===== src/rtl/guess_pkg.sv =====
// Shared types and constants for the guess controller and its history buffer.
// Colour helpers wrap within the legal peg range 1..7.
package guess_pkg;

    typedef enum logic [1:0] {
        ST_GUESS   = 2'd0,
        ST_HISTORY = 2'd1,
        ST_LOCKED  = 2'd2
    } state_t;

    localparam logic [2:0]  COLOR_MIN = 3'd1;
    localparam logic [2:0]  COLOR_MAX = 3'd7;
    localparam logic [2:0]  PEG_RESET = 3'b001;
    localparam int unsigned NUM_PEGS  = 4;
    localparam int unsigned PEG_W     = 3;
    localparam int unsigned CODE_W    = 12;

    function automatic logic [2:0] color_next(input logic [2:0] c);
        return (c == COLOR_MAX) ? COLOR_MIN : c + 3'd1;
    endfunction

    function automatic logic [2:0] color_prev(input logic [2:0] c);
        return (c == COLOR_MIN) ? COLOR_MAX : c - 3'd1;
    endfunction

endpackage


===== src/rtl/history_buf.sv =====
// DEPTH x CODE_W register file holding submitted guesses.
// One write port, one combinational read port, synchronous active-low clear.
module history_buf
    import guess_pkg::*;
#(
    parameter int unsigned DEPTH = 8,
    localparam int unsigned AW   = (DEPTH > 1) ? $clog2(DEPTH) : 1
) (
    input  logic              clk,
    input  logic              rst_n,
    input  logic              we,
    input  logic [AW-1:0]     addr,
    input  logic [CODE_W-1:0] data,
    input  logic [AW-1:0]     rd_addr,
    output logic [CODE_W-1:0] rd_data
);

    logic [CODE_W-1:0] mem [DEPTH];

    always_ff @(posedge clk) begin
        if (!rst_n) begin
            for (int i = 0; i < DEPTH; i++) begin
                mem[i] <= '0;
            end
        end else if (we && (32'(addr) < DEPTH)) begin
            mem[addr] <= data;
        end
    end

    always_comb begin
        rd_data = '0;
        if (32'(rd_addr) < DEPTH) begin
            rd_data = mem[rd_addr];
        end
    end

endmodule


===== src/rtl/guess_controller.sv =====
// Guess entry, cursor, GUESS/HISTORY/LOCKED mode and history scroll for the peg LED driver.
// Optional HISTORY idle timeout is enabled by defining HIST_TIMEOUT_EN.
module guess_controller
    import guess_pkg::*;
#(
    parameter int unsigned MAX_GUESSES    = 8,
    parameter int unsigned TIMEOUT_CYCLES = 1000,
    localparam int unsigned CNT_W         = $clog2(MAX_GUESSES + 1),
    localparam int unsigned IDX_W         = (MAX_GUESSES > 1) ? $clog2(MAX_GUESSES) : 1
) (
    input  logic              clk,
    input  logic              rst_n,
    input  logic              btn_left,
    input  logic              btn_right,
    input  logic              btn_up,
    input  logic              btn_down,
    input  logic              btn_submit,
    input  logic              btn_mode,
    output logic              blink_enable,
    output logic [1:0]        blink_led,
    output logic [2:0]        guess_rgb0,
    output logic [2:0]        guess_rgb1,
    output logic [2:0]        guess_rgb2,
    output logic [2:0]        guess_rgb3,
    output logic [2:0]        history_rgb0,
    output logic [2:0]        history_rgb1,
    output logic [2:0]        history_rgb2,
    output logic [2:0]        history_rgb3,
    output logic              guess_valid,
    output logic [CODE_W-1:0] guess_code,
    output logic [CNT_W-1:0]  guess_count,
    output logic              game_over
);

    if (MAX_GUESSES < 2 || TIMEOUT_CYCLES < 2) begin : g_bad_params
        $error("guess_controller: MAX_GUESSES and TIMEOUT_CYCLES must be at least 2");
    end

    state_t             state_q, state_d;
    logic [1:0]         cursor_q, cursor_d;
    logic [PEG_W-1:0]   pegs_q [NUM_PEGS];
    logic [PEG_W-1:0]   pegs_d [NUM_PEGS];
    logic [CNT_W-1:0]   count_q, count_d;
    logic [IDX_W-1:0]   idx_q, idx_d, last_idx;
    logic               valid_q, valid_d;
    logic [CODE_W-1:0]  code_q, code_d;
    logic [CODE_W-1:0]  hist_q, hist_d;
    logic               blink_q, over_q;

    logic               we;
    logic [IDX_W-1:0]   wr_addr;
    logic [CODE_W-1:0]  cur_code, rd_data, hist_word;
    logic               up_only, down_only, left_only, right_only;
    logic               any_btn;

`ifdef HIST_TIMEOUT_EN
    localparam int unsigned TO_W = $clog2(TIMEOUT_CYCLES);
    logic [TO_W-1:0] idle_q, idle_d;
`endif

    assign up_only    = btn_up & ~btn_down;
    assign down_only  = btn_down & ~btn_up;
    assign left_only  = btn_left & ~btn_right;
    assign right_only = btn_right & ~btn_left;
    assign any_btn    = btn_left | btn_right | btn_up | btn_down | btn_submit | btn_mode;
    assign cur_code   = {pegs_q[3], pegs_q[2], pegs_q[1], pegs_q[0]};
    assign wr_addr    = IDX_W'(count_q);
    assign last_idx   = (count_q == '0) ? '0 : IDX_W'(count_q - CNT_W'(1));

    history_buf #(
        .DEPTH   (MAX_GUESSES)
    ) u_history_buf (
        .clk     (clk),
        .rst_n   (rst_n),
        .we      (we),
        .addr    (wr_addr),
        .data    (cur_code),
        .rd_addr (idx_d),
        .rd_data (rd_data)
    );

    always_comb begin
        state_d  = state_q;
        cursor_d = cursor_q;
        pegs_d   = pegs_q;
        count_d  = count_q;
        idx_d    = idx_q;
        valid_d  = 1'b0;
        code_d   = code_q;
        we       = 1'b0;

        unique case (state_q)
            ST_GUESS: begin
                if (btn_mode) begin
                    state_d = ST_HISTORY;
                    idx_d   = last_idx;
                end else if (btn_submit) begin
                    we      = 1'b1;
                    count_d = count_q + CNT_W'(1);
                    valid_d = 1'b1;
                    code_d  = cur_code;
                    idx_d   = wr_addr;
                    if (count_d == CNT_W'(MAX_GUESSES)) begin
                        state_d = ST_LOCKED;
                    end
                end else if (btn_up || btn_down) begin
                    // Simultaneous up+down cancel but still block left/right.
                    if (up_only) begin
                        pegs_d[cursor_q] = color_next(pegs_q[cursor_q]);
                    end else if (down_only) begin
                        pegs_d[cursor_q] = color_prev(pegs_q[cursor_q]);
                    end
                end else if (left_only) begin
                    cursor_d = cursor_q - 2'd1;
                end else if (right_only) begin
                    cursor_d = cursor_q + 2'd1;
                end
            end
            ST_HISTORY, ST_LOCKED: begin
                if (btn_mode && state_q == ST_HISTORY) begin
                    state_d = ST_GUESS;
                end else if (!btn_mode && !btn_submit) begin
                    if (up_only && idx_q != '0) begin
                        idx_d = idx_q - IDX_W'(1);
                    end else if (down_only && idx_q != last_idx) begin
                        idx_d = idx_q + IDX_W'(1);
                    end
                end
            end
            default: state_d = ST_GUESS;
        endcase

`ifdef HIST_TIMEOUT_EN
        idle_d = '0;
        if (state_q == ST_HISTORY && !any_btn) begin
            if (idle_q == TO_W'(TIMEOUT_CYCLES - 1)) begin
                state_d = ST_GUESS;
            end else begin
                idle_d = idle_q + TO_W'(1);
            end
        end
`endif

        // Bypass the write so the new entry is visible on the same edge it is stored.
        hist_word = (we && wr_addr == idx_d) ? cur_code : rd_data;
        hist_d    = (count_d == '0) ? '0 : hist_word;
    end

`ifndef HIST_TIMEOUT_EN
    logic unused_any_btn;
    assign unused_any_btn = any_btn;
`endif

    always_ff @(posedge clk) begin
        if (!rst_n) begin
            state_q  <= ST_GUESS;
            cursor_q <= 2'd0;
            for (int i = 0; i < NUM_PEGS; i++) begin
                pegs_q[i] <= PEG_RESET;
            end
            count_q  <= '0;
            idx_q    <= '0;
            valid_q  <= 1'b0;
            code_q   <= '0;
            hist_q   <= '0;
            blink_q  <= 1'b1;
            over_q   <= 1'b0;
`ifdef HIST_TIMEOUT_EN
            idle_q   <= '0;
`endif
        end else begin
            state_q  <= state_d;
            cursor_q <= cursor_d;
            pegs_q   <= pegs_d;
            count_q  <= count_d;
            idx_q    <= idx_d;
            valid_q  <= valid_d;
            code_q   <= code_d;
            hist_q   <= hist_d;
            blink_q  <= (state_d == ST_GUESS);
            over_q   <= (state_d == ST_LOCKED);
`ifdef HIST_TIMEOUT_EN
            idle_q   <= idle_d;
`endif
        end
    end

    assign blink_enable = blink_q;
    assign blink_led    = cursor_q;
    assign guess_rgb0   = pegs_q[0];
    assign guess_rgb1   = pegs_q[1];
    assign guess_rgb2   = pegs_q[2];
    assign guess_rgb3   = pegs_q[3];
    assign history_rgb0 = hist_q[2:0];
    assign history_rgb1 = hist_q[5:3];
    assign history_rgb2 = hist_q[8:6];
    assign history_rgb3 = hist_q[11:9];
    assign guess_valid  = valid_q;
    assign guess_code   = code_q;
    assign guess_count  = count_q;
    assign game_over    = over_q;

endmodule


===== config.mk =====
export PLATFORM = sky130hd
export DESIGN_NAME = guess_controller
export DESIGN_NICKNAME = d
export VERILOG_FILES = /design/src/rtl/guess_pkg.sv /design/src/rtl/history_buf.sv /design/src/rtl/guess_controller.sv
export SDC_FILE = /design/constraint.sdc
export NUM_CORES = 1
export LEC_CHECK = 0
export BUFFER_PORTS_ARGS = -buffer_cell sky130_fd_sc_hd__buf_4
export CAP_MARGIN = 20
export CORE_ASPECT_RATIO = 0.6
export CORE_MARGIN = 5
export CORE_UTILIZATION = 55
export CTS_BUF_LIST = sky130_fd_sc_hd__clkbuf_4 sky130_fd_sc_hd__clkbuf_8
export CTS_CLUSTER_DIAMETER = 100
export DETAILED_ROUTE_END_ITERATION = 8
export HOLD_SLACK_MARGIN = 0.02
export PLACE_DENSITY = 0.73
export SLEW_MARGIN = 0
export SYNTH_ARGS = -nofsm -noshare
export SYNTH_HDL_FRONTEND = slang
export SYNTH_SLANG_ARGS = --single-unit

===== constraint.sdc =====
create_clock -name clk -period 6.5 [get_ports clk]
set_input_delay 0 -clock clk [delete_from_list [all_inputs] [get_ports clk]]
set_output_delay 0 -clock clk [all_outputs]
set_load 0.02 [all_outputs]

==> flow_metrics.tcl <==
set metrics [dict create \
    status "completed" \
    initial_core_util_pct 55.92 \
    slew_headroom_pct 23.68 \
    cts_buffer_depth 2 \
    drive_gt1_share_pct 13.83 \
    tightest_slew_ps 1142 \
    grtUsageTotal_pct 26.61 \
    cts_buffers 17 \
    grt_max_degree 76 \
    drt-vias-per-instance 6.823 \
    dp_hpwl_mm 16.06 \
    synth_edf_count 96 \
    routedWlPerCell_um 23.41 \
    crit_path_start_kind "flop" \
    power.density_nw_per_um2 233.8 \
    drtIter0Drc 1106 \
    critPathCaptureType "flop" \
    clk_pin_slew_worst_paths_ps 80 \
    gp_congestion 0.9145 \
    final_cell_mix "99 x and2_1, 96 x edfxtp_1, 93 x a221oi_1" \
    nets 851 \
    ios 53 \
    fin_total_pwr_w 0.002201 \
    setup-violations-final 0 \
    post_synth_instance_area_um2 8571 \
    synth.distinct_cells 68 \
    area_growth_pct 9.854 \
    maxCapViolations 0 \
    clk_latency_ps 450 \
    cts_root_buf "clkbuf_8" \
    use_met1_pct 38.57 \
    met2_usage_pct 39.53 \
    cts_max_level 4 \
    grt_pass1_vias 6587 \
    grt_pass1_wl_mm 37.63 \
    cp_slowest_stage_delay_ps 990 \
    max_freq_ghz 0.2263 \
    antenna_found_initial 1 \
    hp-class "input pin to flop" \
    cts_tree "done" \
    gr-usage-met3_pct 6.780 \
    grt_overflow 0 \
    cts_setup_buffers 0 \
    core_area_um2 15330 \
    skew_ps 17.11 \
    synth.ff_latch_count 146 \
    syn_nets 850 \
    drc 0 \
    placement_rows 35 \
    wl_mm 24.39 \
    firstDrtPassIters 6 \
    crit_fanout 16 \
    finalHoldViolations 0 \
    ys_warn_count 0 \
    syn_inst 825 \
    final_antenna_net_count 0 \
    num_vias 7110 \
    die_h_um 106.7 \
    setup_tns_ps 0 \
    cp.arrival_ps 4800 \
    postCtsHoldBufs 1 \
    worst_path_max_delay_cell "nor4b_2" \
    dieArea_um2 18260 \
    cts_resized 0 \
    critPathKind "flop to flop" \
    leakage_nw 3.419 \
    portBuffers 52 \
    crit_required_ps 6880 \
    cts.sinks 146 \
    fin_crit_sh_pct 67.97 \
    fillers 1267 \
    cp_cell_sequence "inv_1 > ha_1 > nor3b_2 > o211ai_1 > a2111oi_0 > a211oi_1 > nor2_2 > xnor2_1 > nor4b_2 > a32o_1" \
    antennaDiodeCount 0 \
    ir_worst_vdd_uv 138.2 \
    die_x_um 171.2 \
    busiest_layer "met2" \
    mostFrequentLayoutCell "and2_1" \
    ys_seq_area_share_pct 45.31 \
    min_period_ps 4418 \
    maxSlewViolCount 0 \
    rsz0062_at_grt "false" \
    ys.flop_type "edfxtp_1" \
    syn_area_per_cell_um2 10.39 \
    synthArstFlopShare_pct 0 \
]
## per-layer routing
| layer | vias to the layer above | wire length, µm |
|---|---|---|
| met5 | - | 13 |
| met4 | 2 | 510 |
| met3 | 47 | 2832 |
| met2 | 445 | 10540 |
| met1 | 3453 | 10490 |
| li1 | 3163 | - |
## state kept, by name (all words and copies together) (netlist names)
signal	flops
blink_enable	1
blink_led	2
game_over	1
guess_code	12
guess_count	4
guess_rgb0	3
guess_rgb1	3
guess_rgb2	3
guess_rgb3	3
guess_valid	1
hist_q	12
idx_q	3
state_q	2
u_history_buf.mem	96
## worst paths after layout
path,startpoint,endpoint,slack [ps],cells past startpoint
setup / recovery,guess_count[0],hist_q[0],2080,10
hold / removal,btn_submit,guess_count[0],30,5
setup reg to reg,guess_count[0],hist_q[0],2080,10
hold reg to reg,guess_code[11],guess_code[11],470,2
## area by class of cell
cell class	instances	area, µm²	area share (%)
Clock buffer	18	247.7	2.631
Clock inverter	14	196.4	2.086
Inverter	20	75.07	0.7973
Multi-Input combinational cell	575	4262	45.26
Sequential cell	146	3885	41.26
Tap cell	203	254.0	2.698
Timing Repair Buffer	66	495.5	5.262
## cell families after synthesis
| logic type | count (synthesis) | share of synthesized area, % |
|---|---|---|
| AND/OR/NAND/NOR | 242 | 16.32 |
| flip-flops | 146 | 45.31 |
| XOR/XNOR | 8 | 0.8176 |
| multiplexers | 65 | 8.029 |
| AO/OA/AOI/OAI | 243 | 21.72 |
| adder cells (fa/ha/maj) | 17 | 2.482 |
| buffers and inverters | 104 | 5.314 |
## synthesized netlist by cell type (4+ instances only)
cell type  number  area, µm²
nor2_1         13      48.80
nand4b_1        4      35.03
a21oi_1        53      265.3
edfxtp_1       96       2883
ha_1           17      212.7
mux2i_1        62      620.6
a22oi_1        22      165.2
a21boi_0       19      142.6
buf_1           4      15.01
and2_1         99      619.3
buf_2           7      35.03
nand2b_1       11      68.82
inv_1          20      75.07
buf_6           6      67.56
a32o_1         13      130.1
a221oi_1       93      814.5
nor4_1          4      25.02
nand2_1        56      210.2
o21ai_0        11      55.05
o31ai_1         4      30.03
nand3_1         5      25.02
xnor2_1         7      61.31
nor3_1          8      40.04
clkbuf_1       64      240.2
nor2b_1        15      93.84
and3_1          5      31.28
dfxtp_1        50       1001
## worst max-delay path: cells and delay by family, from the launching register on
| family | cells | cell delay, ps |
|---|---|---|
| compound gates | 4 | 1520 |
| simple gates | 3 | 1380 |
| flops | 1 | 720 |
| fa+ha+maj | 1 | 360 |
| buf+inv | 1 | 190 |
| xor+xnor | 1 | 180 |
## report_power, final
part | leakage [nW] | switching, W | total (W) | internal, W
sequential | 1.40 | 0.0000399 | 0.00106 | 0.00102
combinational | 1.79 | 0.000202 | 0.000326 | 0.000125
clock | 0.233 | 0.000379 | 0.000815 | 0.000436
## through the flow
stage	setup slack (ps)	cell area [µm²]	std cells	utilization [%]	hold slack, ps
after floorplan	3023	8571	825	-	161.1
after global placement	2340	8949	1007	58.38	375.8
after detailed placement	2239	8954	1008	58.42	382.7
after CTS	2194	9408	1041	61.38	33.97
after global routing	1914	9415	1042	61.43	61.22
final	2082	9415	1042	61.43	28.19
Power figures use the tool's default switching activity.
